File: src/rtl/cpu_rp2a03_apu_frame_sequencer_pkg.sv
// RP2A03 APU frame sequencer shared constants:
// NTSC step compare points, mode encoding and $4017 write delays.
package cpu_rp2a03_apu_pkg;

  localparam int unsigned FS_CNT_W = 16;
  localparam int unsigned FS_STEP1 = 7456;
  localparam int unsigned FS_STEP2 = 14912;
  localparam int unsigned FS_STEP3 = 22370;
  localparam int unsigned FS_STEP4 = 29828;
  localparam int unsigned FS_STEP5 = 37280;

  typedef enum logic {
    FS_MODE_4STEP = 1'b0,
    FS_MODE_5STEP = 1'b1
  } fs_mode_e;

  localparam logic [2:0] FS_DLY_EVEN = 3'd3;
  localparam logic [2:0] FS_DLY_ODD  = 3'd4;

endpackage

File: src/rtl/cpu_rp2a03_apu_frame_sequencer_write_delay.sv
// $4017 write delay: CPU-cycle phase, delay counter and pending flag.
// reset_seq_o pulses on the CPU cycle where the delay runs out.
module cpu_rp2a03_apu_frame_write_delay
  import cpu_rp2a03_apu_pkg::*;
(
  input  logic clk_i,
  input  logic rst_i,
  input  logic cpu_cycle_en_i,
  input  logic frame_counter_reg_wr_i,
  output logic reset_seq_o
);

  logic       phase;
  logic       pend;
  logic [2:0] dly;

  // a write in the expiring cycle restarts the delay instead
  assign reset_seq_o = cpu_cycle_en_i
                     & pend
                     & ~frame_counter_reg_wr_i
                     & (dly == 3'd1);

  always_ff @(posedge clk_i) begin
    if (rst_i) begin
      phase <= 1'b0;
      pend  <= 1'b0;
      dly   <= '0;
    end else begin
      if (cpu_cycle_en_i) begin
        phase <= ~phase;
      end
      if (frame_counter_reg_wr_i) begin
        pend <= 1'b1;
        dly  <= phase ? FS_DLY_ODD : FS_DLY_EVEN;
      end else if (cpu_cycle_en_i && pend) begin
        dly  <= dly - 3'd1;
        pend <= (dly != 3'd1);
      end
    end
  end

endmodule

File: src/rtl/cpu_rp2a03_apu_frame_sequencer.sv
// RP2A03 APU frame sequencer ($4017): quarter/half-frame strobes, frame IRQ.
// Frame IRQ logic is built only when APU_FRAME_IRQ_EN is defined.
module cpu_rp2a03_apu_frame_sequencer
  import cpu_rp2a03_apu_pkg::*;
#(
  parameter int unsigned CNT_W_P = FS_CNT_W,
  parameter int unsigned STEP1_P = FS_STEP1,
  parameter int unsigned STEP2_P = FS_STEP2,
  parameter int unsigned STEP3_P = FS_STEP3,
  parameter int unsigned STEP4_P = FS_STEP4,
  parameter int unsigned STEP5_P = FS_STEP5
) (
  input  logic       clk_i,
  input  logic       rst_i,
  input  logic       cpu_cycle_en_i,
  input  logic       frame_counter_reg_wr_i,
  input  logic [7:0] data_i,
  input  logic       status_reg_rd_i,
  output logic       mode_o,
  output logic       quarter_frame_o,
  output logic       half_frame_o,
  output logic       frame_irq_o
);

  localparam logic [CNT_W_P-1:0] S1 = CNT_W_P'(STEP1_P);
  localparam logic [CNT_W_P-1:0] S2 = CNT_W_P'(STEP2_P);
  localparam logic [CNT_W_P-1:0] S3 = CNT_W_P'(STEP3_P);
  localparam logic [CNT_W_P-1:0] S4 = CNT_W_P'(STEP4_P);
  localparam logic [CNT_W_P-1:0] S5 = CNT_W_P'(STEP5_P);
  localparam logic [CNT_W_P-1:0] W4 = CNT_W_P'(STEP4_P + 1);
  localparam logic [CNT_W_P-1:0] W5 = CNT_W_P'(STEP5_P + 1);
  localparam logic [CNT_W_P-1:0] ONE = CNT_W_P'(1);

  fs_mode_e           mode;
  logic [CNT_W_P-1:0] cnt;
  logic [CNT_W_P-1:0] last;
  logic [CNT_W_P-1:0] wrap;
  logic               reset_seq;
  logic               q_hit;
  logic               h_hit;

  cpu_rp2a03_apu_frame_write_delay u_write_delay (
    .clk_i                  (clk_i),
    .rst_i                  (rst_i),
    .cpu_cycle_en_i         (cpu_cycle_en_i),
    .frame_counter_reg_wr_i (frame_counter_reg_wr_i),
    .reset_seq_o            (reset_seq)
  );

  assign last  = (mode == FS_MODE_5STEP) ? S5 : S4;
  assign wrap  = (mode == FS_MODE_5STEP) ? W5 : W4;
  assign q_hit = (cnt == S1) | (cnt == S2)
               | (cnt == S3) | (cnt == last);
  assign h_hit = (cnt == S2) | (cnt == last);
  assign mode_o = mode;

  always_ff @(posedge clk_i) begin
    if (rst_i) begin
      cnt             <= '0;
      mode            <= FS_MODE_4STEP;
      quarter_frame_o <= 1'b0;
      half_frame_o    <= 1'b0;
    end else begin
      quarter_frame_o <= 1'b0;
      half_frame_o    <= 1'b0;
      if (frame_counter_reg_wr_i) begin
        mode <= fs_mode_e'(data_i[7]);
      end
      if (cpu_cycle_en_i) begin
        // delayed restart masks this cycle's compares
        if (reset_seq) begin
          cnt             <= '0;
          quarter_frame_o <= (mode == FS_MODE_5STEP);
          half_frame_o    <= (mode == FS_MODE_5STEP);
        end else begin
          cnt             <= (cnt == wrap) ? '0 : cnt + ONE;
          quarter_frame_o <= q_hit;
          half_frame_o    <= h_hit;
        end
      end
    end
  end

`ifdef APU_FRAME_IRQ_EN
  localparam logic [CNT_W_P-1:0] IRQ_LO = CNT_W_P'(STEP4_P - 1);
  localparam logic [CNT_W_P-1:0] IRQ_HI = CNT_W_P'(STEP4_P + 1);

  logic inhibit;
  logic irq;
  logic irq_set;
  logic irq_clr;
  logic unused_data;

  assign irq_set = cpu_cycle_en_i
                 & ~reset_seq
                 & (mode == FS_MODE_4STEP)
                 & ~inhibit
                 & (cnt >= IRQ_LO)
                 & (cnt <= IRQ_HI);
  assign irq_clr = status_reg_rd_i
                 | (frame_counter_reg_wr_i & data_i[6]);
  assign unused_data = ^data_i[5:0];
  assign frame_irq_o = irq;

  always_ff @(posedge clk_i) begin
    if (rst_i) begin
      inhibit <= 1'b0;
      irq     <= 1'b0;
    end else begin
      if (frame_counter_reg_wr_i) begin
        inhibit <= data_i[6];
      end
      if (irq_set) begin
        irq <= 1'b1;
      end else if (irq_clr) begin
        irq <= 1'b0;
      end
    end
  end
`else
  logic unused_irq;

  assign unused_irq  = ^{data_i[6:0], status_reg_rd_i};
  assign frame_irq_o = 1'b0;
`endif

endmodule

File: config.mk
export PLATFORM = sky130hd
export DESIGN_NAME = cpu_rp2a03_apu_frame_sequencer
export DESIGN_NICKNAME = d
export VERILOG_FILES = /design/src/rtl/cpu_rp2a03_apu_frame_sequencer_pkg.sv /design/src/rtl/cpu_rp2a03_apu_frame_sequencer_write_delay.sv /design/src/rtl/cpu_rp2a03_apu_frame_sequencer.sv
export SDC_FILE = /design/constraint.sdc
export NUM_CORES = 1
export LEC_CHECK = 0
export CELL_PAD_IN_SITES_DETAIL_PLACEMENT = 0
export CELL_PAD_IN_SITES_GLOBAL_PLACEMENT = 2
export CORE_ASPECT_RATIO = 1.75
export CORE_MARGIN = 2
export CORE_UTILIZATION = 30
export CTS_BUF_LIST = sky130_fd_sc_hd__clkbuf_16
export DETAILED_ROUTE_END_ITERATION = 10
export GPL_ROUTABILITY_DRIVEN = 0
export PLACE_DENSITY_LB_ADDON = 0.2
export SKIP_LAST_GASP = 1
export SYNTH_ARGS = -nofsm -noshare
export SYNTH_HDL_FRONTEND = slang
export SYNTH_SLANG_ARGS = --single-unit
File: constraint.sdc
create_clock -name clk_i -period 2 [get_ports clk_i]
set_input_delay 0.2 -clock clk_i [delete_from_list [all_inputs] [get_ports clk_i]]
set_output_delay 0.2 -clock clk_i [all_outputs]
set_load 0.01 [all_outputs]
==> results of run 1 <==
## routing by layer
layer,routed length (um),global-route usage (%)
met5,0,0
met4,170,8.74
met3,51,0.958
met2,1830,27.0
met1,1340,16.5
## flip-flops by register name (all words and copies together) (netlist names)
| signal | cells |
|---|---|
| quarter_frame_o | 1 |
| u_write_delay.dly | 3 |
| u_write_delay.pend | 1 |
| half_frame_o | 1 |
| u_write_delay.phase | 1 |
| mode_o | 1 |
| cnt | 16 |
## cell type report
| type | count | area (um2) | area share (%) |
|---|---|---|---|
| clock buffers | 3 | 75.1 | 4.59 |
| repair buffers | 21 | 175 | 10.7 |
| inverters | 6 | 22.5 | 1.38 |
| multi-input cells | 124 | 818 | 50.0 |
| flip-flops and latches | 24 | 480 | 29.4 |
| well taps | 51 | 63.8 | 3.90 |
## worst min-delay path, cell delays in order, from the launching register on
cell	delay [ps]
dfxtp_1	340
nand2_1	70
a21oi_1	50
## cells in the final DEF (no fill, tap or decap), drive strengths merged, types with 6 or more instances in the layout
cell type      instances
a21oi                  6
buf                   14
clkdlybuf4s50          7
dfxtp                 24
ha                     6
inv                    6
nand2                 15
nand3                 12
nand4                  9
nor2                  19
xor2                   7
## cells in the mapped netlist (all sizes together), types with 5 or more instances
library cell,n
nor2,19
nand2,15
inv,6
nand3,12
dfxtp,24
xor2,7
ha,6
a21oi,6
clkbuf,5
nand4,9
or3,5
and4,5
## stage by stage
step                hold slack, ps  instance area (um2)  utilization [%]
global placement               495                 1560             35.4
global route                   556                 1640             37.1
floorplan                      316                 1360                -
detailed placement             496                 1560             35.4
CTS                            505                 1640             37.1
finish                         502                 1640             37.1
## final timing paths
path | to
min reg2reg | cnt[3]$_SDFFE_PP0P_
max reg2reg | cnt[9]$_SDFFE_PP0P_
min | cnt[3]$_SDFFE_PP0P_
max | cnt[9]$_SDFFE_PP0P_
## cells by family (layout without fill, tap and decap cells)
| logic type | Yosys count | count (layout) |
|---|---|---|
| fa+ha+maj | 6 | 6 |
| xor+xnor | 10 | 10 |
| flops | 24 | 24 |
| simple gates | 86 | 86 |
| other cells | 1 | 1 |
| mux | 2 | 2 |
| compound gates | 19 | 19 |
| buf+inv | 14 | 30 |
## power groups by stage
| stage | sequential, mW | clock (mW) | combinational, mW |
|---|---|---|---|
| after global placement | 0.514 | 0 | 0.100 |
| after CTS | 0.504 | 0.439 | 0.104 |
| after global routing | 0.505 | 0.457 | 0.116 |
| after detailed placement | 0.514 | 0 | 0.104 |
| after floorplan | 0.513 | 0 | 0.0588 |
| final | 0.504 | 0.431 | 0.103 |
==> run_results.csv, run 1 <==
group,metric,value,unit
floorplan,core.rowCount,32,
synthesis,syn_area_per_cell,8.42,um2
floorplan,core-area,4400,um2
synthesis,synth_top_family_by_area,"simple AND/OR/NAND/NOR gates",
clocking,cts_sinks,24,
final_layout,drive_gt1_share,14.0,%
hold_path,min_from,"cnt[3]$_SDFFE_PP0P_",
synthesis,async_reset_ff_share,0,%
global_route,grt_overflow,0,
critical_path,crit_fanout,8,
pwr,power.switching,0.233,mW
critical_path,path_depth,6,
clocking,cts_tree,"done",
final_layout,antennaDiodeCount,0,
synthesis,synth.area.mux_share,1.47,%
timing,rsz0062_at_grt,"false",
critical_path,r2r_cells,6,
critical_path,r2r_slack,150,ps
timing,hold_viol_final,0,
clocking,clock_path_buffers,2,
floorplan,fp.dieH,93.2,um
critical_path,crit_path_cell_trace,"or3b_1 -> a211oi_2 -> nor2b_1 -> a41o_1 -> buf_4 -> nor2_1",
synthesis,synth_nets,181,
critical_path,cp-end-kind,"flip-flop",
pwr,max-vdd-ir-drop,0.000369,V
pwr,clock_power_share,41.5,%
synthesis,synth_cell_types,42,
final_layout,final_cells,229,
clocking,cts_max_level,1,
detailed_routing,post-route-drc-count,0,
synthesis,synth_xor_area_share,6.42,%
pwr,powerDensity,635,nW/um2
critical_path,rr_startpoint,"cnt[5]$_SDFFE_PP0P_",
detailed_routing,vias,1236,
timing,finalMaxSlewViolations,0,
pwr,p_seq_share,48.6,%
floorplan,die-area,5120,um2
global_route,antenna_found_initial,0,
timing,period_needed,1850,ps
timing,setup_viol,0,
pwr,p_leak,0.632,nW
synthesis,ys_ff_latch,24,
pwr,switching_share,22.5,%
synthesis,ys_seq_area_share,35.2,%
floorplan,die_w,55.0,um
critical_path,worst_setup_path_start_kind,"flip-flop",
final_layout,final_nets,199,
critical_path,crit_buf_inv,1,
timing,fmax,541,MHz
detailed_routing,firstDrtPassIters,4,
detailed_routing,wirelength,3390,um
clocking,postCtsSetupBuffers,0,
critical_path,path_delay_family,"simple AND/OR/NAND/NOR gates",
critical_path,cpMaxStageDelayCell,"or3b_1",
synthesis,synth-compound-area-share,9.72,%
critical_path,cpPeakStageDelay,430,ps
detailed_routing,drt-vias-per-instance,5.40,
clocking,numCtsBuffers,3,
clocking,cts_hold_buf,0,
outcome,run_status,"completed",
synthesis,synth_adder_area_share,5.50,%
timing,fin_crit_sh,92.5,%
clocking,clk_pin_slew,60,ps
placement,dp_worst_setup_slack,-80.5,ps
clocking,cts_resized,0,
synthesis,ys_dominant_reg_cell,"dfxtp_1",
synthesis,yosys.area_share.simple,36.6,%
timing,setup_tns,0,ps
global_route,first_global_vias,1169,
clocking,cts_root_buf,"clkbuf_16",
synthesis,ys_top_cells_by_area,"dfxtp_1 (35%), ha_1 (5.5%), nor2_1 (5.2%)",
global_route,grt_max_degree,13,
global_route,grt_use_total,15.2,%
placement,dp_hpwl,2680,um
pwr,finalPower,1.04,mW
final_layout,fill_cells,492,
timing,fin_ws,151,ps
detailed_routing,ant_nets,0,
critical_path,crit_type,"reg -> reg",
synthesis,synthCells,162,
synthesis,synthesis.area,1360,um2
detailed_routing,avgRoutedWirePerCell,14.8,um
critical_path,crit_required,2150,ps
global_route,grt_pass1_wl,5600,um
placement,port_buffers,7,
floorplan,io_pins,17,
clocking,worstSkewPairLatency,260,ps
timing,finalClockSkew,2.85,ps
critical_path,crit_start,"cnt[5]$_SDFFE_PP0P_",
hold_path,hp-class,"reg -> reg",
critical_path,arrival,2000,ps
pwr,p_int,0.805,mW
synthesis,yosys_warnings,0,
placement,dpl.cell_count,226,
floorplan,start_util,31.0,%
final_layout,synthToLayoutAreaGrowth,19.9,%
detailed_routing,drtIter0Drc,14,
synthesis,synth_top_area_share,35.2,%
synthesis,synth_edf_count,0,
job,maxCapViolations,0,
synthesis,synth_top_area_cell,"dfxtp_1",
pwr,combPwrFrac,9.9,%
hold_path,hold_depth,2,
No activity file was read; power rests on OpenSTA's default activity.
==> inputs of run 2 (changes only) <==
--- a/config.mk
+++ b/config.mk
@@ -17,4 +17,5 @@
 export SKIP_LAST_GASP = 1
 export SYNTH_ARGS = -nofsm -noshare
 export SYNTH_HDL_FRONTEND = slang
+export SYNTH_HIERARCHICAL = 1
 export SYNTH_SLANG_ARGS = --single-unit
==> run 2 against run 1 <==
Global-route usage is 0.28 points lower. Via count shrank 1.2%. Count of clock-buffer cells in the layout unchanged. Clock skew grew 2.6 ps. Largest power group unchanged.
==> run_results.csv, run 2 <==
group,metric,value,unit
outcome,run_status,"completed",
hold_path,hp-class,"reg -> reg",
synthesis,synth_top_area_share,34.8,%
synthesis,synth_nets,185,
clocking,clock_path_buffers,2,
critical_path,arrival,2040,ps
floorplan,fp.dieH,93.8,um
synthesis,syn_area_per_cell,8.33,um2
placement,port_buffers,7,
critical_path,crit_type,"reg -> reg",
synthesis,ys_seq_area_share,34.8,%
synthesis,synth_cell_types,43,
job,maxCapViolations,0,
global_route,grt_use_total,14.9,%
timing,fmax,530,MHz
floorplan,core.rowCount,32,
floorplan,die_w,55.3,um
synthesis,yosys_warnings,6,
critical_path,cp-end-kind,"flip-flop",
clocking,worstSkewPairLatency,260,ps
critical_path,path_delay_family,"simple AND/OR/NAND/NOR gates",
clocking,numCtsBuffers,3,
final_layout,final_nets,204,
global_route,first_global_vias,1299,
global_route,grt_pass1_wl,6200,um
final_layout,final_common_cell,"nor2_1",
clocking,cts_tree,"done",
synthesis,synthCells,166,
detailed_routing,highest_layer,"met4",
placement,dp_worst_setup_slack,11.2,ps
critical_path,crit_required,2150,ps
final_layout,reg_top3,"cnt (16), u_write_delay/dly (3)",
synthesis,ys_top_cells_by_area,"dfxtp_1 (35%), nor2_1 (7.1%), xnor2_1 (7.0%)",
global_route,grt_max_degree,19,
floorplan,die-area,5190,um2
final_layout,synthToLayoutAreaGrowth,21.5,%
detailed_routing,wl_met3,94,um
synthesis,synth_edf_count,0,
critical_path,crit_path_cell_trace,"or4b_1 -> nor4_2 -> o221ai_2 -> a21oi_2 -> buf_12 -> nor2_1",
pwr,max-vdd-ir-drop,0.000377,V
timing,setup_viol,0,
clocking,cts_max_level,1,
critical_path,cpMaxStageDelayCell,"or4b_1",
synthesis,synth_most_common_cell,"nor2_1",
timing,slew-limit-headroom,64.1,%
floorplan,start_util,31.4,%
timing,period_needed,1890,ps
timing,fin_ws,112,ps
global_route,grt_overflow,0,
floorplan,core-area,4400,um2
timing,hold_viol_final,0,
pwr,powerDensity,625,nW/um2
detailed_routing,avgRoutedWirePerCell,15.1,um
synthesis,ys_ff_latch,24,
synthesis,ys_top_cells_by_count,"nor2_1 (26), dfxtp_1 (24), nand2_1 (12)",
timing,worst_pin_slew,533,ps
timing,fin_crit_sh,94.4,%
detailed_routing,vias,1221,
timing,setup_tns,0,ps
detailed_routing,met2_length,1910,um
synthesis,synth_top_area_cell,"dfxtp_1",
floorplan,io_pins,17,
timing,finalClockSkew,5.47,ps
detailed_routing,firstDrtPassIters,4,
detailed_routing,post-route-drc-count,0,
pwr,p_leak,0.629,nW
synthesis,ys_dominant_reg_cell,"dfxtp_1",
detailed_routing,wirelength,3550,um
placement,dp_hpwl,2690,um
timing,finalMaxSlewViolations,0,
clocking,clk_pin_slew,60,ps
final_layout,largest_register,"cnt",
critical_path,cpPeakStageDelay,580,ps
clocking,cts_sinks,24,
critical_path,worst_setup_path_start_kind,"flip-flop",
synthesis,async_reset_ff_share,0,%
detailed_routing,ant_nets,0,
detailed_routing,drtIter0Drc,42,
detailed_routing,drt-vias-per-instance,5.20,
clocking,cts_hold_buf,0,
critical_path,crit_buf_inv,1,
final_layout,layout_common_cells,"nor2_1 (26), dfxtp_1 (24), buf_4 (15)",
synthesis,synthesis.area,1380,um2
clocking,cts_root_buf,"clkbuf_16",
final_layout,antennaDiodeCount,0,
detailed_routing,wl_met1,1440,um
final_layout,largest_reg_flops,16,
critical_path,crit_fanout,11,
global_route,antenna_found_initial,0,
final_layout,drive_gt1_share,12.5,%
run 2: layout make-up:
type	count	area [um2]
Clock buffer	3	75.1
Clock inverter	1	3.75
Fill cell	469	2720
Inverter	5	18.8
Multi-Input combinational cell	128	836
Sequential cell	24	480
Tap cell	51	63.8
Timing Repair Buffer	23	203
run 2: path summary, 6_finish.rpt:
kind                                                       start  slack, ps                          endpoint  cells after the start
worst max-delay path                         cnt[9]$_SDFFE_PP0P_        110              cnt[11]$_SDFFE_PP0P_                      6
worst max register to register               cnt[9]$_SDFFE_PP0P_        110              cnt[11]$_SDFFE_PP0P_                      6
worst min register to register  u_write_delay/phase$_SDFFE_PP0P_        540  u_write_delay/phase$_SDFFE_PP0P_                      2
worst min-delay path            u_write_delay/phase$_SDFFE_PP0P_        540  u_write_delay/phase$_SDFFE_PP0P_                      2
run 2: cell families after synthesis:
logic type | after synthesis | share of synthesized area [%]
AND/OR/NAND/NOR | 83 | 32.5
other | 1 | 0.271
flip-flops | 24 | 34.8
buffers and inverters | 14 | 4.80
AO/OA/AOI/OAI | 23 | 12.7
adder cells (fa/ha/maj) | 6 | 5.43
multiplexers | 1 | 0.724
XOR/XNOR | 14 | 8.87
run 2: power by group:
part / total [mW] / switching [mW] / internal, mW
clock: 0.438 / 0.171 / 0.267
sequential: 0.506 / 0.0144 / 0.492
combinational: 0.106 / 0.0537 / 0.0528
total: 1.05 / 0.239 / 0.812
run 2: through the flow:
step / power (mW) / hold WS (ps) / utilization (%) / std cells / cell area [um2]
floorplan: 0.576 / 269 / - / 166 / 1380
global placement: 0.622 / 524 / 36.0 / 229 / 1590
detailed placement: 0.624 / 523 / 36.0 / 229 / 1590
CTS: 1.07 / 542 / 37.8 / 233 / 1670
global route: 1.09 / 565 / 38.2 / 235 / 1680
finish: 1.05 / 541 / 38.2 / 235 / 1680
run 2: routing by layer:
layer | up-vias | track usage (%)
li1 | 619 | -
met1 | 570 | 16.1
met3 | 8 | 2.07
met5 | - | 0
met2 | 24 | 27.7
met4 | 0 | 7.32
run 2: worst min-delay path: stages, from the launching register on:
cell	delay, ps
dfxtp_1	360
xnor2_1	80
nor2_1	70
run 2: repair_timing:
item,CTS,global route
resized for setup,0,0
endpoints found under the setup margin,0,11
setup buffers,0,2
==> inputs of run 3 (changes only) <==
--- a/config.mk
+++ b/config.mk
@@ -8,12 +8,13 @@
 export CELL_PAD_IN_SITES_DETAIL_PLACEMENT = 0
 export CELL_PAD_IN_SITES_GLOBAL_PLACEMENT = 2
 export CORE_ASPECT_RATIO = 1.75
-export CORE_MARGIN = 2
+export CORE_MARGIN = 4
 export CORE_UTILIZATION = 30
 export CTS_BUF_LIST = sky130_fd_sc_hd__clkbuf_16
 export DETAILED_ROUTE_END_ITERATION = 10
 export GPL_ROUTABILITY_DRIVEN = 0
 export PLACE_DENSITY_LB_ADDON = 0.2
+export SETUP_SLACK_MARGIN = 0.02
 export SKIP_LAST_GASP = 1
 export SYNTH_ARGS = -nofsm -noshare
 export SYNTH_HDL_FRONTEND = slang
==> run 3 against run 2 <==
Count of clock-buffer cells in the layout stayed put. Non-clock buffer count decreased by 3. Sequential power hardly changed. Clock skew down 2.9 ps. Via count barely moved. Combinational power about the same. First-iteration DRC count increased by 12%.
==> run_results.csv, run 3 (synthesized netlist as in run 2, its figures left out) <==
group,metric,value,unit
detailed_routing,avgRoutedWirePerCell,15.6,um
final_layout,final_nets,201,
clocking,numCtsBuffers,3,
detailed_routing,drtIter0Drc,47,
detailed_routing,firstDrtPassIters,4,
floorplan,core.rowCount,32,
final_layout,fill_cells,473,
outcome,run_status,"completed",
global_route,antenna_found_initial,0,
final_layout,largest_register,"cnt",
detailed_routing,drt-vias-per-instance,5.29,
placement,port_buffers,7,
timing,period_needed,1890,ps
final_layout,seqCellArea,480,um2
pwr,p_seq_share,48.4,%
pwr,power.switching,0.242,mW
hold_path,hp-class,"reg -> reg",
timing,setup_viol,0,
clocking,cts_max_level,1,
timing,hold_viol_final,0,
pwr,p_leak,0.615,nW
pwr,combPwrFrac,10.1,%
floorplan,start_util,31.1,%
timing,fmax,529,MHz
floorplan,io_pins,17,
timing,rsz0062_at_grt,"true",
timing,fin_ws,110,ps
detailed_routing,vias,1222,
job,maxCapViolations,0,
timing,finalMaxSlewViolations,0,
placement,dp_hpwl,2780,um
detailed_routing,post-route-drc-count,0,
critical_path,crit_type,"reg -> reg",
global_route,grt_pass1_wl,6280,um
critical_path,worst_setup_path_start_kind,"flip-flop",
critical_path,arrival,2050,ps
detailed_routing,ant_nets,0,
critical_path,cp-end-kind,"flip-flop",
critical_path,crit_required,2160,ps
clocking,worstSkewPairLatency,260,ps
clocking,cts_sinks,24,
detailed_routing,wirelength,3610,um
final_layout,largest_reg_flops,16,
placement,dp_worst_setup_slack,-8.52,ps
placement,dpl.cell_count,228,
critical_path,crit_fanout,11,
timing,worst_pin_slew,506,ps
timing,fin_crit_sh,94.5,%
clocking,clk_pin_slew,60,ps
pwr,p_int,0.809,mW
timing,slew-limit-headroom,66.0,%
floorplan,core-area,4440,um2
pwr,switching_share,23.0,%
floorplan,die-area,5800,um2
clocking,cts_hold_buf,0,
pwr,clock_power_share,41.5,%
global_route,grt_use_total,14.0,%
clocking,clock_path_buffers,2,
final_layout,antennaDiodeCount,0,
global_route,grt_overflow,0,
global_route,first_global_vias,1309,
final_layout,drive_gt1_share,11.7,%
pwr,powerDensity,633,nW/um2
final_layout,reg_top3,"cnt (16), u_write_delay/dly (3)",
floorplan,fp.dieH,97.8,um
final_layout,final_cells,231,
pwr,max-vdd-ir-drop,0.000380,V
final_layout,final_common_cell,"nor2_1",
global_route,grt_max_degree,19,
clocking,cts_root_buf,"clkbuf_16",
clocking,cts_tree,"done",
final_layout,synthToLayoutAreaGrowth,20.1,%
floorplan,die_w,59.3,um
timing,finalClockSkew,2.59,ps
final_layout,layout_common_cells,"nor2_1 (26), dfxtp_1 (24), nand2_1 (12), buf_4 (12), xnor2_1 (11)",
final_layout,multi_input_area,842,um2
run 3: cell count changes in the layout (fill, tap and decap cells not counted), sizes merged:
cell    before  now
clkinv       1    0
buf         16   13
run 3: path summary, 6_finish.rpt:
check                                    startpoint                   to  slack (ps)  cells past startpoint
worst min-delay path            cnt[1]$_SDFFE_PP0P_  cnt[1]$_SDFFE_PP0P_         550                      2
worst max-delay path            cnt[9]$_SDFFE_PP0P_  cnt[9]$_SDFFE_PP0P_         110                      6
worst max register to register  cnt[9]$_SDFFE_PP0P_  cnt[9]$_SDFFE_PP0P_         110                      6
worst min register to register  cnt[1]$_SDFFE_PP0P_  cnt[1]$_SDFFE_PP0P_         550                      2
run 3: worst max-delay path: stages, from the launching register on:
cell	delay, ps
dfxtp_1	310
or4b_1	560
nor4_2	270
o221ai_2	210
a21oi_2	240
buf_12	150
nor2_1	50
run 3: power groups by stage:
stage / registers, mW / clock network [mW] / logic (mW)
finish: 0.509 / 0.436 / 0.106
global route: 0.512 / 0.463 / 0.119
detailed placement: 0.519 / 0 / 0.106
global placement: 0.518 / 0 / 0.104
floorplan: 0.514 / 0 / 0.0622
CTS: 0.509 / 0.449 / 0.106
run 3: what timing repair did:
action	CTS	global route
setup endpoints to repair	0	2
buffers inserted	0	0
resized for setup	0	1
run 3: layout make-up:
type                    instances  area share, %
well taps                      51           3.84
clock buffers                   3           4.52
inverters                       5           1.13
multi-input cells             128           50.7
repair buffers                 20           10.9
flip-flops and latches         24           28.9
run 3: metrics by stage:
| step | instance area (um2) | hold slack [ps] | utilization, % | TNS [ps] | total power [mW] |
|---|---|---|---|---|---|
| after CTS | 1650 | 551 | 37.2 | 0 | 1.06 |
| after floorplan | 1380 | 269 | - | 0 | 0.576 |
| final | 1660 | 551 | 37.4 | 0 | 1.05 |
| after detailed placement | 1580 | 540 | 35.5 | -8.52 | 0.625 |
| after global placement | 1580 | 525 | 35.5 | 0 | 0.623 |
| after global routing | 1660 | 579 | 37.4 | 0 | 1.09 |
run 3: per-layer routing:
metal	GRT usage [%]	part of all wire, %
met3	2.25	1.9
met4	6.98	2.3
met2	25.4	57
met5	0	0
met1	14.7	39
